## src/rtl/fwd_pkg.sv

```systemverilog
// Shared types and helpers for the operand-forwarding select block.
// The entry flags live here; the data field is added where DataWidth is known.
package fwd_pkg;

  localparam int unsigned CntWidth = 32;

  typedef struct packed {
    logic valid;
    logic ready;
  } fwd_flags_t;

  // Saturating increment used by the optional statistics counters.
  function automatic logic [CntWidth-1:0] sat_inc(input logic [CntWidth-1:0] value,
                                                  input logic                 en);
    logic [CntWidth-1:0] result;
    if (en && (value != {CntWidth{1'b1}})) begin
      result = value + {{(CntWidth-1){1'b0}}, 1'b1};
    end else begin
      result = value;
    end
    return result;
  endfunction

endpackage

```

## src/rtl/fwd_priority_select.sv

```systemverilog
// Combinational youngest-match picker: one-hot select of the lowest matching
// stage, plus hit and "selected producer not ready" flags.
module fwd_priority_select #(
  parameter int Depth = 1
) (
  input  logic [Depth-1:0] match,
  input  logic [Depth-1:0] ready,
  output logic [Depth-1:0] sel,
  output logic             hit,
  output logic             not_ready
);

  logic found_s;

  // Walk from the youngest stage; the first match masks all older ones.
  always_comb begin
    sel     = '0;
    found_s = 1'b0;
    for (int i = 0; i < Depth; i++) begin
      sel[i]  = match[i] & ~found_s;
      found_s = found_s | match[i];
    end
    hit       = |match;
    not_ready = |(sel & ~ready);
  end

endmodule

```

## src/rtl/fwd_operand_select.sv

```systemverilog
// Operand forwarding select with a shift buffer of in-flight results and a
// late-result fill path. Optional counters under FWD_OPERAND_SELECT_STATS_EN.
module fwd_operand_select
  import fwd_pkg::*;
#(
  parameter int ForwardDepth = 1,
  parameter int DataWidth    = 8
) (
  input  logic                    clk,
  input  logic                    rst_n,
  input  logic                    clk_en,
  input  logic [ForwardDepth-1:0] FwdEnable,
  input  logic [DataWidth-1:0]    RegFileData,
  input  logic                    WrValid,
  input  logic                    WrReady,
  input  logic [DataWidth-1:0]    WrData,
  input  logic                    LateValid,
  input  logic [DataWidth-1:0]    LateData,
  output logic [DataWidth-1:0]    Operand,
  output logic                    FwdHit,
  output logic                    Stall
`ifdef FWD_OPERAND_SELECT_STATS_EN
  ,
  output logic [CntWidth-1:0]     FwdCount,
  output logic [CntWidth-1:0]     StallCount
`endif
);

  typedef struct packed {
    fwd_flags_t             flags;
    logic [DataWidth-1:0]   data;
  } entry_t;

  entry_t                  entry_r  [ForwardDepth];
  entry_t                  filled_s [ForwardDepth];
  logic [ForwardDepth-1:0] match_s;
  logic [ForwardDepth-1:0] ready_s;
  logic [ForwardDepth-1:0] pend_s;
  logic [ForwardDepth-1:0] late_tgt_s;
  logic [ForwardDepth-1:0] sel_s;
  logic                    hit_s;
  logic                    not_ready_s;
  logic                    bypass_s;
  logic                    late_found_s;
  logic [DataWidth-1:0]    sel_data_s;

  // Per-stage match, readiness and oldest-pending late target.
  always_comb begin
    late_tgt_s   = '0;
    late_found_s = 1'b0;
    for (int i = 0; i < ForwardDepth; i++) begin
      match_s[i] = FwdEnable[i] & entry_r[i].flags.valid;
      ready_s[i] = entry_r[i].flags.ready;
      pend_s[i]  = entry_r[i].flags.valid & ~entry_r[i].flags.ready;
    end
    for (int i = ForwardDepth - 1; i >= 0; i--) begin
      late_tgt_s[i] = pend_s[i] & ~late_found_s;
      late_found_s  = late_found_s | pend_s[i];
    end
  end

  fwd_priority_select #(
    .Depth (ForwardDepth)
  ) u_priority_select (
    .match     (match_s),
    .ready     (ready_s),
    .sel       (sel_s),
    .hit       (hit_s),
    .not_ready (not_ready_s)
  );

  // One-hot data mux over the buffer.
  always_comb begin
    sel_data_s = '0;
    for (int i = 0; i < ForwardDepth; i++) begin
      sel_data_s = sel_data_s | (entry_r[i].data & {DataWidth{sel_s[i]}});
    end
  end

  // Late bypass only helps when the selected stage is the oldest pending one.
  always_comb begin
    bypass_s = not_ready_s & LateValid & (|(late_tgt_s & sel_s));
    Stall    = not_ready_s & ~bypass_s;
    FwdHit   = hit_s & ~Stall;
    if (hit_s && !not_ready_s) begin
      Operand = sel_data_s;
    end else if (bypass_s) begin
      Operand = LateData;
    end else begin
      Operand = RegFileData;
    end
  end

  // Current entries with any late completion applied at the target stage.
  always_comb begin
    for (int i = 0; i < ForwardDepth; i++) begin
      filled_s[i]             = entry_r[i];
      filled_s[i].flags.ready = entry_r[i].flags.ready | (LateValid & late_tgt_s[i]);
      filled_s[i].data        = (LateValid && late_tgt_s[i]) ? LateData : entry_r[i].data;
    end
  end

  // Shift buffer: advance on clk_en (last stage drops out), otherwise fill in place.
  always_ff @(posedge clk or negedge rst_n) begin
    if (!rst_n) begin
      for (int i = 0; i < ForwardDepth; i++) begin
        entry_r[i] <= '0;
      end
    end else if (clk_en) begin
      entry_r[0] <= Stall ? entry_t'('0) : entry_t'({WrValid, WrReady, WrData});
      for (int i = 1; i < ForwardDepth; i++) begin
        entry_r[i] <= filled_s[i-1];
      end
    end else begin
      for (int i = 0; i < ForwardDepth; i++) begin
        entry_r[i] <= filled_s[i];
      end
    end
  end

`ifdef FWD_OPERAND_SELECT_STATS_EN
  // Saturating event counters, advancing only with the pipeline.
  always_ff @(posedge clk or negedge rst_n) begin
    if (!rst_n) begin
      FwdCount   <= '0;
      StallCount <= '0;
    end else if (clk_en) begin
      FwdCount   <= sat_inc(FwdCount, FwdHit);
      StallCount <= sat_inc(StallCount, Stall);
    end
  end
`endif

endmodule

```

## config.mk

```make
export PLATFORM = sky130hd
export DESIGN_NAME = fwd_operand_select
export DESIGN_NICKNAME = d
export VERILOG_FILES = /design/src/rtl/fwd_pkg.sv /design/src/rtl/fwd_priority_select.sv /design/src/rtl/fwd_operand_select.sv
export SDC_FILE = /design/constraint.sdc
export NUM_CORES = 1
export LEC_CHECK = 0
export BUFFER_PORTS_ARGS = -buffer_cell sky130_fd_sc_hd__buf_2
export CORE_MARGIN = 1
export CORE_UTILIZATION = 37
export DETAILED_ROUTE_END_ITERATION = 7
export HOLD_SLACK_MARGIN = 0.05
export PLACE_DENSITY = 0.83
export RECOVER_POWER = 100
export SLEW_MARGIN = 20
export SYNTH_ARGS = -nofsm -noshare
export SYNTH_HDL_FRONTEND = slang
export SYNTH_SLANG_ARGS = --single-unit
```

## constraint.sdc

```tcl
create_clock -name clk -period 1.2 [get_ports clk]
set_input_delay 0.18 -clock clk [delete_from_list [all_inputs] [get_ports clk]]
set_output_delay 0.18 -clock clk [all_outputs]
set_load 0.005 [all_outputs]
```

# Word-level counts from Yosys, hierarchy flattened
# Cells that the tools add are included.
# classes
add_sub_neg,0
multipliers,0
div_mod_pow,0
n_lt_le_gt_ge,0
n_eq_ne,0
n_shift,0
n_mux,5
bitwise,14
n_reduce_logical,4
# ops
cell,count
$mux 8,3
$mux 10,1
$and 1x1->1,9
$mux 9,1
$and 8x8->8,1
$not 1->1,3
$logic_and 1x1->1,2
$reduce_bool 2->1,1
$logic_not 1->1,1
$or 1x1->1,1
# totals
regBits,10
latch_bits,0
mem_bits_rw,0
rom_bits,0
output_inout_bits,10
mem_count,0

# Longest topological paths before layout
# Gate-level depths: netlist of run 1.
# logic_depth
word_depth,8
depth_mapped,4

# Modules after synthesis
# Synthesis of run 1 repeated with hierarchy kept, for this count alone.
# hier_totals
hier_cells,82
hier_area_um2,767.0
# modules_own_cells
module,instances,cells_per_inst,area_each_um2
fwd_operand_select,1,79,738.2
fwd_priority_select,1,3,28.8

# Worst setup path before layout of run 1
# OpenSTA, ideal clock, no wires.
# synth_path
path_type,register to output
startpoint,register entry_r[9] (netlist bit)
endpoint,output port Operand[0]
t_arrival_ns,1.076
required_ns,1.020
path_slack_ns,-0.056
stages_incl_launch_ff,5
path_cell_list,dfrtp_1 and4b_1 buf_6 a22o_1 a21o_1
# synth_between
elab_chain_cells,6
elab_cells_between_ends,11
cone_classes,mux: 2; bitwise: 7; reduce/logical: 2
# synth_lines
element,line,source
from (decl),fwd_operand_select.sv:34,entry_t entry_r [ForwardDepth];
"from (signal, indexed assignment)",fwd_operand_select.sv:112,entry_r[i] <= filled_s[i-1];
"from (signal, indexed assignment)",fwd_operand_select.sv:116,entry_r[i] <= filled_s[i];
$and 1x1->1,fwd_operand_select.sv:52,match_s[i] = FwdEnable[i] & entry_r[i].flags.valid;
$and 1x1->1,fwd_priority_select.sv:24,not_ready = |(sel & ~ready);
$and 1x1->1 (2 in a row),fwd_operand_select.sv:82,bypass_s = not_ready_s & LateValid & (|(late_tgt_s & sel_s));
$mux 8,fwd_operand_select.sv:87,end else if (bypass_s) begin
$mux 8 *,fwd_operand_select.sv:85,if (hit_s && !not_ready_s) begin
to (decl),fwd_operand_select.sv:19,"output logic [DataWidth-1:0] Operand,"
# Mark *: on every way between the ends. The rest lies on a longest branch, timed or not.

# Worst setup path after layout of run 1
# layout_path
startpoint,register entry_r[9] (netlist bit)
endpoint,output port Operand[3]
# The elaborated chain is that of the path after synthesis.

==> flow_metrics.tcl, run 1 <==
set metrics [dict create \
    cp-end-kind "primary output" \
    cts_made_buffers 3 \
    violations "DRC, setup timing" \
    arrival_ns 1.44 \
    timing_hold_violations_final 0 \
    diodes 0 \
    io_pins 41 \
    dp_hpwl_microns 1200 \
    fin_crit_sh 1.35 \
    port_buffers 40 \
    die_w_microns 43.8 \
    synth_most_common_cell "dfrtp_1" \
    power_density_mw_per_mm2 1010 \
    slowest_delay_ns 0.41 \
    grt_pass1_wl_microns 2770 \
    grt_max_degree 14 \
    path_clk_slew_ns 0.06 \
    crit_start "entry_r[9]" \
    htreeDepth 1 \
    synthFlopType "dfrtp_1" \
    synth_nets 91 \
    vias 644 \
    grtUsageMet1 0.253 \
    tightest_slew_ns 0.492 \
    ys_ff_latch 10 \
    synth_warnings 0 \
    vias_per_cell 5.19 \
    track_usage 0.200 \
    core_region_area_sq_mm 0.00158 \
    syn_inst 60 \
    period_needed_ns 1.62 \
    path_cells "and4b_2 > a22o_1 > a21o_1 > buf_2" \
    synth_commonest_cells "dfrtp_1 (10), a21o_1 (8), a22o_1 (8), mux2i_1 (8), o2bb2ai_1 (8)" \
    setup-violations-final 20 \
    drc_errors 4 \
    routed_wl_microns 1690 \
    worstSetupPathType "flop to primary output" \
    rsz0062_at_grt "true" \
    synth-edff-count 0 \
    worstSkewPairLatency_ns 0.27 \
    finalPower_uw 998 \
    drv_cap 0 \
    vdd_drop_max_mv 0.545 \
    outcome "finished with violations" \
    clock_sinks 10 \
    cts_tree "done" \
    clock_tree.buffer_depth 2 \
    synth_cell_types 18 \
    start_kind "flop" \
    drtAntennaViolNets 0 \
    wire_per_inst_microns 13.6 \
    syn_area_per_cell_sq_um 10.8 \
    p_leak_nw 0.571 \
    fp-row-count 14 \
    cp.required_ns 1.02 \
    r2r_start "ready_s" \
    final_max_slew_viol_count 0 \
    fill_cells 145 \
    drive_above_1_share 0.528 \
    start_util 0.410 \
    gp_congestion 0.784 \
    setup_ws_ns -0.420 \
    holdCritPathClass "input pin to flop" \
    cts_root_buf "clkbuf_4" \
    hp-start "WrData[4]" \
    met2_usage 0.293 \
    synth_top_area_frac 0.387 \
    yosysTopAreaCell "dfrtp_1" \
    die_area_sq_mm 0.00192 \
    seq_area_sq_um 250 \
    gr-usage-met3 0.0417 \
    skew_ns 0.00280 \
    crit_fanout 5 \
    grt_overflow 0 \
    crit_slowest_cell "dfrtp_1" \
    drtIter0Drc 15 \
    seq_area_frac_synth 0.387 \
    grt_pass1_vias 615 \
    max_slew_margin 0.672 \
    fp.dieH_microns 43.8 \
    antenna_found_initial 0 \
    firstDrtPassIters 6 \
    synth_area_sq_um 647 \
    nets 140 \
    synthTopCellsByArea "dfrtp_1 (39%), mux2i_1 (12%), a22o_1 (11%)" \
    max_freq_mhz 617 \
    syn2layout_area_growth_pct 52.2 \
    async_reset_ff_frac 1.00 \
    multi_input_area_sq_um 398 \
    pre_cts_ws_ns -0.170 \
    gr-max-usage-layer "met2" \
]
registers in the layout (all words and copies together), names as in the netlist:
register	cells
ready_s	1
entry_r	9
stage by stage:
stage | hold WS (ns) | setup TNS (ns) | utilization | instances | area [sq um]
floorplan | -0.116 | -0.381 | - | 60 | 647
global placement | 0.0346 | -1.23 | 0.564 | 118 | 890
detailed placement | 0.0349 | -1.58 | 0.564 | 118 | 890
CTS | 0.112 | -4.93 | 0.616 | 125 | 971
global route | 0.121 | -6.40 | 0.625 | 124 | 985
finish | 0.117 | -5.35 | 0.625 | 124 | 985
path summary, 6_finish.rpt:
check	end	slack [ns]	depth (start not counted)
worst max register to register	entry_r[1]	-0.16	6
worst max-delay path	Operand[3]	-0.42	4
worst min register to register	entry_r[2]	0.57	2
max in group asynchronous	entry_r[0]	0.45	2
worst min-delay path	entry_r[4]	0.12	2
min in group asynchronous	entry_r[1]	0.42	2
kinds of logic after synthesis:
family,count (synthesis),synth area share
buffers and inverters,7,0.0580
AND/OR/NAND/NOR,8,0.0948
multiplexers,8,0.124
flip-flops,10,0.387
AO/OA/AOI/OAI,27,0.337
cell type report:
cell class | count | area share
multi-input combinational | 44 | 0.404
inverter | 2 | 0.00762
timing repair buffer | 48 | 0.277
sequential | 10 | 0.254
tap | 16 | 0.0203
clock buffer | 4 | 0.0368
worst max-delay path: cells and delay by family (launching register included):
kind	cells	cell delay, ns
AOI/OAI and AO/OA	2	0.37
buffers and inverters	1	0.12
DFF	1	0.41
and+or+nand+nor	1	0.27
what timing repair did:
item,CTS,global route
gates cloned,1,0
resized for setup,6,4
hold buffers,1,0
setup buffers,3,0
endpoints found under the setup margin,18,20
hold endpoints to repair,10,0
pin swaps,11,1
where the power goes:
| group | total (mW) | switching [mW] | internal [mW] |
|---|---|---|---|
| logic | 0.293 | 0.126 | 0.167 |
| clock network | 0.305 | 0.120 | 0.185 |
| registers | 0.400 | 0.0254 | 0.374 |
placed cells by master (no fill, tap or decap):
cell and instances:
buf_2 39, dfrtp_1 10, a22o_1 8, a21o_1 8, mux2i_1 7, o2bb2ai_1 7, buf_4 4, clkbuf_4 3
buf_6 3, inv_1 2, nand2_1 2, o22ai_1 2, and4bb_2 1, and4b_2 1, and3_2 1, nor2_4 1
a21oi_1 1, nor2b_4 1, nand3b_1 1, mux2i_4 1, o2bb2ai_2 1, clkbuf_8 1, and4b_1 1, dlygate4sd3_1 1
clkbuf_1 1
per-layer routing:
metal | wire length (microns) | vias to the layer above
li1 | - | 330
met1 | 759 | 282
met2 | 776 | 28
met3 | 112 | 4
met4 | 38 | 0
met5 | 0 | -
(Power assumes the default switching activity.)
==> inputs of run 2 (changes only) <==
--- a/config.mk
+++ b/config.mk
@@ -5,12 +5,12 @@
 export SDC_FILE = /design/constraint.sdc
 export NUM_CORES = 1
 export LEC_CHECK = 0
-export BUFFER_PORTS_ARGS = -buffer_cell sky130_fd_sc_hd__buf_2
-export CORE_MARGIN = 1
-export CORE_UTILIZATION = 37
+export CORE_AREA = 2 2 39 41
 export DETAILED_ROUTE_END_ITERATION = 7
+export DIE_AREA = 0 0 41 43
+export DONT_BUFFER_PORTS = 1
 export HOLD_SLACK_MARGIN = 0.05
-export PLACE_DENSITY = 0.83
+export PLACE_DENSITY = 0.75
 export RECOVER_POWER = 100
 export SLEW_MARGIN = 20
 export SYNTH_ARGS = -nofsm -noshare
==> flow_metrics.tcl, run 2 (same netlist as run 1, synthesis figures left out) <==
set metrics [dict create \
    outcome "finished with violations" \
    violations "setup timing" \
    die_w_microns 41 \
    grt_overflow 0 \
    clock_sinks 10 \
    setup_ws_ns -0.368 \
    io_pins 41 \
    worstSetupPathType "flop to primary output" \
    slowest_delay_ns 0.44 \
    fin_setup_tns_ns -3.94 \
    final_max_slew_viol_count 0 \
    start_util 0.467 \
    cts_made_buffers 3 \
    cp-end-kind "primary output" \
    cts_tree "done" \
    grt_pass1_vias 523 \
    grt_max_degree 11 \
    crit_slowest_cell "and4b_4" \
    dp_hpwl_microns 1030 \
    start_kind "flop" \
    pwr-share-comb 0.281 \
    drive_above_1_share 0.375 \
    largest_register_ffs 9 \
    nets 112 \
    syn2layout_area_growth_pct 48.2 \
    switching_share 0.268 \
    path_clk_slew_ns 0.07 \
    final_cell_mix "dlygate4sd3_1 (11), dfrtp_1 (9)" \
    fin_util 0.693 \
    firstDrtPassIters 4 \
    finalPower_uw 972 \
    core_region_area_sq_mm 0.00138 \
    setup-violations-final 18 \
    die_area_sq_mm 0.00176 \
    layout_commonest_cell "dlygate4sd3_1" \
    switchingPower_uw 261 \
    grt_pass1_wl_microns 2330 \
    fp-row-count 14 \
    crit_fanout 6 \
    seq_power_share 0.413 \
    fp.dieH_microns 43 \
    gp_congestion 0.684 \
    drv_cap 0 \
    p_clk_frac 0.306 \
    vias_per_cell 6.23 \
    cp_top_family "simple AND/OR/NAND/NOR gates" \
    arrival_ns 1.39 \
    max_freq_mhz 638 \
    htreeDepth 1 \
    timing_hold_violations_final 0 \
    drc_errors 0 \
    intPower_uw 711 \
    port_buffers 0 \
    vdd_drop_max_mv 0.687 \
    fin_crit_sh 1.31 \
    max_slew_margin 0.625 \
    rsz0062_at_grt "true" \
    vias 598 \
    drtAntennaViolNets 0 \
    routed_wl_microns 1720 \
    cts_root_buf "clkbuf_4" \
    skew_ns 0.000333 \
    power_density_mw_per_mm2 1010 \
    path_buf_inv 0 \
    diodes 0 \
    period_needed_ns 1.57 \
    antenna_found_initial 0 \
    tightest_slew_ns 0.560 \
    drtIter0Drc 4 \
    track_usage 0.204 \
    holdCritPathClass "input pin to flop" \
    clock_tree.buffer_depth 2 \
    whs_ns 0.0645 \
    cp.required_ns 1.02 \
    p_leak_nw 0.473 \
    path_cells "and4b_4 > a22o_1 > a21o_1" \
    regMostFlops "entry_r" \
    worstSkewPairLatency_ns 0.26 \
    wire_per_inst_microns 17.9 \
]
run 2: cell types whose count changed in the layout (fill, tap and decap cells not counted), sizes merged:
| cell | delta |
|---|---|
| buf | -39 |
| nor2 | +1 |
| clkbuf | -1 |
| dlygate4sd3 | +10 |
| and3 | +1 |
run 2: layer usage:
| layer | wire (microns) | up-vias | GRT usage | share of wire |
|---|---|---|---|---|
| met2 | 906 | 25 | 0.281 | 0.53 |
| met5 | 0 | - | 0 | 0 |
| met3 | 137 | 2 | 0.0524 | 0.080 |
| li1 | - | 284 | - | - |
| met1 | 652 | 287 | 0.278 | 0.38 |
| met4 | 22 | 0 | 0.120 | 0.013 |
run 2: worst paths after layout:
| check | from | endpoint | slack [ns] | cells past startpoint |
|---|---|---|---|---|
| max | ready_s | Operand[2] | -0.37 | 3 |
| min | WrReady | ready_s | 0.06 | 2 |
| max reg2reg | entry_r[9] | entry_r[5] | -0.11 | 5 |
| min reg2reg | entry_r[7] | entry_r[7] | 0.58 | 2 |
| max in group asynchronous | rst_n | entry_r[9] | 0.56 | 1 |
| min in group asynchronous | rst_n | entry_r[4] | 0.30 | 1 |
run 2: repair_timing:
item / CTS / global route
gates cloned: 2 / 1
pin swaps: 4 / 9
buffers inserted: 0 / 1
endpoints found under the hold margin: 20 / 1
endpoints found under the setup margin: 18 / 20
gates resized for setup: 7 / 16
hold buffers: 10 / 1
run 2: power by group through the flow:
stage               combinational [mW]  clock [mW]  sequential [mW]
floorplan                        0.140           0            0.398
global placement                 0.166           0            0.399
detailed placement               0.167           0            0.402
CTS                              0.217       0.306            0.399
global route                     0.295       0.330            0.408
finish                           0.273       0.297            0.402
run 2: layout make-up:
| cell class | count | area (sq um) |
|---|---|---|
| Multi-Input combinational cell | 46 | 465 |
| Inverter | 2 | 7.51 |
| Timing Repair Buffer | 18 | 178 |
| Clock buffer | 4 | 36.3 |
| Fill cell | 108 | 425 |
| Sequential cell | 10 | 251 |
| Tap cell | 16 | 20.0 |
run 2: through the flow:
stage	cells	instance area (sq um)	setup WS [ns]
final	96	958	-0.368
after global routing	96	958	-0.445
after CTS	93	856	-0.361
after detailed placement	77	682	-0.209
after global placement	77	682	-0.190
after floorplan	60	647	-0.0476
run 2: worst register-to-register path, delay by kind of cell, from the launching register on:
| family | cells | cell delay (ns) |
|---|---|---|
| buffers and inverters | 2 | 0.27 |
| flip-flops | 1 | 0.45 |
| AND/OR/NAND/NOR | 2 | 0.40 |
| AO/OA/AOI/OAI | 1 | 0.10 |
==> inputs of run 3 (changes only) <==
--- a/config.mk
+++ b/config.mk
@@ -9,9 +9,11 @@
 export DETAILED_ROUTE_END_ITERATION = 7
 export DIE_AREA = 0 0 41 43
 export DONT_BUFFER_PORTS = 1
+export GPL_ROUTABILITY_DRIVEN = 0
 export HOLD_SLACK_MARGIN = 0.05
 export PLACE_DENSITY = 0.75
 export RECOVER_POWER = 100
+export SKIP_LAST_GASP = 1
 export SLEW_MARGIN = 20
 export SYNTH_ARGS = -nofsm -noshare
 export SYNTH_HDL_FRONTEND = slang
==> flow_metrics.tcl, run 3 (same netlist as run 1, synthesis figures left out) <==
set metrics [dict create \
    drtIter0Drc 4 \
    worstSetupPathType "flop to primary output" \
    worstRegToRegCells 5 \
    grt_pass1_vias 521 \
    die_w_microns 41 \
    fp.dieH_microns 43 \
    period_needed_ns 1.57 \
    pre_cts_ws_ns -0.209 \
    p_leak_nw 0.473 \
    diodes 0 \
    fill_cells 108 \
    final_cell_mix "dlygate4sd3_1 (11), dfrtp_1 (9)" \
    outcome "finished with violations" \
    vias_per_cell 6.23 \
    numPlacedInstances 77 \
    cts_root_buf "clkbuf_4" \
    stdcell_area_sq_um 958 \
    grt_max_degree 11 \
    crit_fanout 6 \
    max_freq_mhz 638 \
    nets 112 \
    fp-row-count 14 \
    vdd_drop_max_mv 0.687 \
    track_usage 0.204 \
    holdCritPathClass "input pin to flop" \
    antenna_found_initial 0 \
    die_area_sq_mm 0.00176 \
    power_density_mw_per_mm2 1010 \
    max_slew_margin 0.625 \
    dp_hpwl_microns 1030 \
    multi_input_area_sq_um 465 \
    grt_pass1_wl_microns 2330 \
    r2r_start "entry_r[9]" \
    skew_ns 0.000333 \
    setup-violations-final 18 \
    firstDrtPassIters 4 \
    hp-start "WrReady" \
    fin_crit_sh 1.31 \
    drc_errors 0 \
    dpl_cell_area_sq_um 682 \
    cts_tree "done" \
    htreeDepth 1 \
    grt_overflow 0 \
    arrival_ns 1.39 \
    start_util 0.467 \
    crit_start "ready_s" \
    rsz0062_at_grt "true" \
    tightest_slew_ns 0.560 \
    seq_area_sq_um 251 \
    layout_commonest_cell "dlygate4sd3_1" \
    min_delay_path_depth 2 \
    regMostFlops "entry_r" \
    cp-end-kind "primary output" \
    layout.cells.non_filler 96 \
    drive_above_1_share 0.375 \
    vias 598 \
    largest_register_ffs 9 \
    routed_wl_microns 1720 \
    drv_cap 0 \
    timing_hold_violations_final 0 \
    wire_per_inst_microns 17.9 \
    core_region_area_sq_mm 0.00138 \
    io_pins 41 \
    start_kind "flop" \
    syn2layout_area_growth_pct 48.2 \
    cp.required_ns 1.02 \
    worstSkewPairLatency_ns 0.26 \
    clock_tree.buffer_depth 2 \
    clock_sinks 10 \
    cts_made_buffers 3 \
    path_clk_slew_ns 0.07 \
    final_max_slew_viol_count 0 \
    port_buffers 0 \
    drtAntennaViolNets 0 \
    violations "setup timing" \
    setup_ws_ns -0.368 \
]
run 3: cell counts in the layout (fill, tap and decap cells not counted):
No cell type changed its count.
run 3: layout make-up:
| class | count | area share |
|---|---|---|
| multi-input cells | 46 | 0.486 |
| flip-flops and latches | 10 | 0.262 |
| repair buffers | 18 | 0.185 |
| clock buffers | 4 | 0.0379 |
| well taps | 16 | 0.0209 |
| inverters | 2 | 0.00783 |
run 3: metrics by stage:
stage	utilization	power (mW)	setup TNS (ns)	hold WS, ns
after floorplan	-	0.538	-0.381	-0.116
after global placement	0.493	0.564	-1.58	-0.115
after detailed placement	0.493	0.569	-2.28	-0.115
after CTS	0.618	0.922	-3.71	0.0541
after global routing	0.693	1.03	-5.05	0.0518
final	0.693	0.972	-3.97	0.0645
run 3: routing by layer:
layer  global-route usage  vias to the layer above  wire [microns]
met3               0.0524                        2             138
met4                0.120                        0              22
met2                0.281                       25             905
li1                     -                      284               -
met1                0.278                      287             653
met5                    0                        -               0
run 3: power by group:
| group | internal [mW] | switching [mW] | leakage (nW) |
|---|---|---|---|
| Sequential | 0.375 | 0.0265 | 0.121 |
| Clock | 0.184 | 0.113 | 0.0210 |
| Combinational | 0.152 | 0.121 | 0.332 |
run 3: timing repair:
action | in CTS | in global routing
gates cloned | 2 | 1
gates resized for setup | 7 | 16
hold buffers | 10 | 1
hold endpoints to repair | 20 | 1
endpoints found under the setup margin | 18 | 20
pin swaps | 4 | 8
setup buffers | 0 | 1
run 3: worst max-delay path, cell delays in order (launching register included):
cell and delay [ns]:
dfrtp_1 0.42, and4b_4 0.44, a22o_1 0.16, a21o_1 0.10
run 3: final timing paths:
check	slack, ns	end
setup / recovery	-0.37	Operand[2]
hold / removal	0.06	ready_s
setup reg to reg	-0.11	entry_r[5]
hold reg to reg	0.58	entry_r[7]
max in group asynchronous	0.56	entry_r[9]
min in group asynchronous	0.30	entry_r[4]
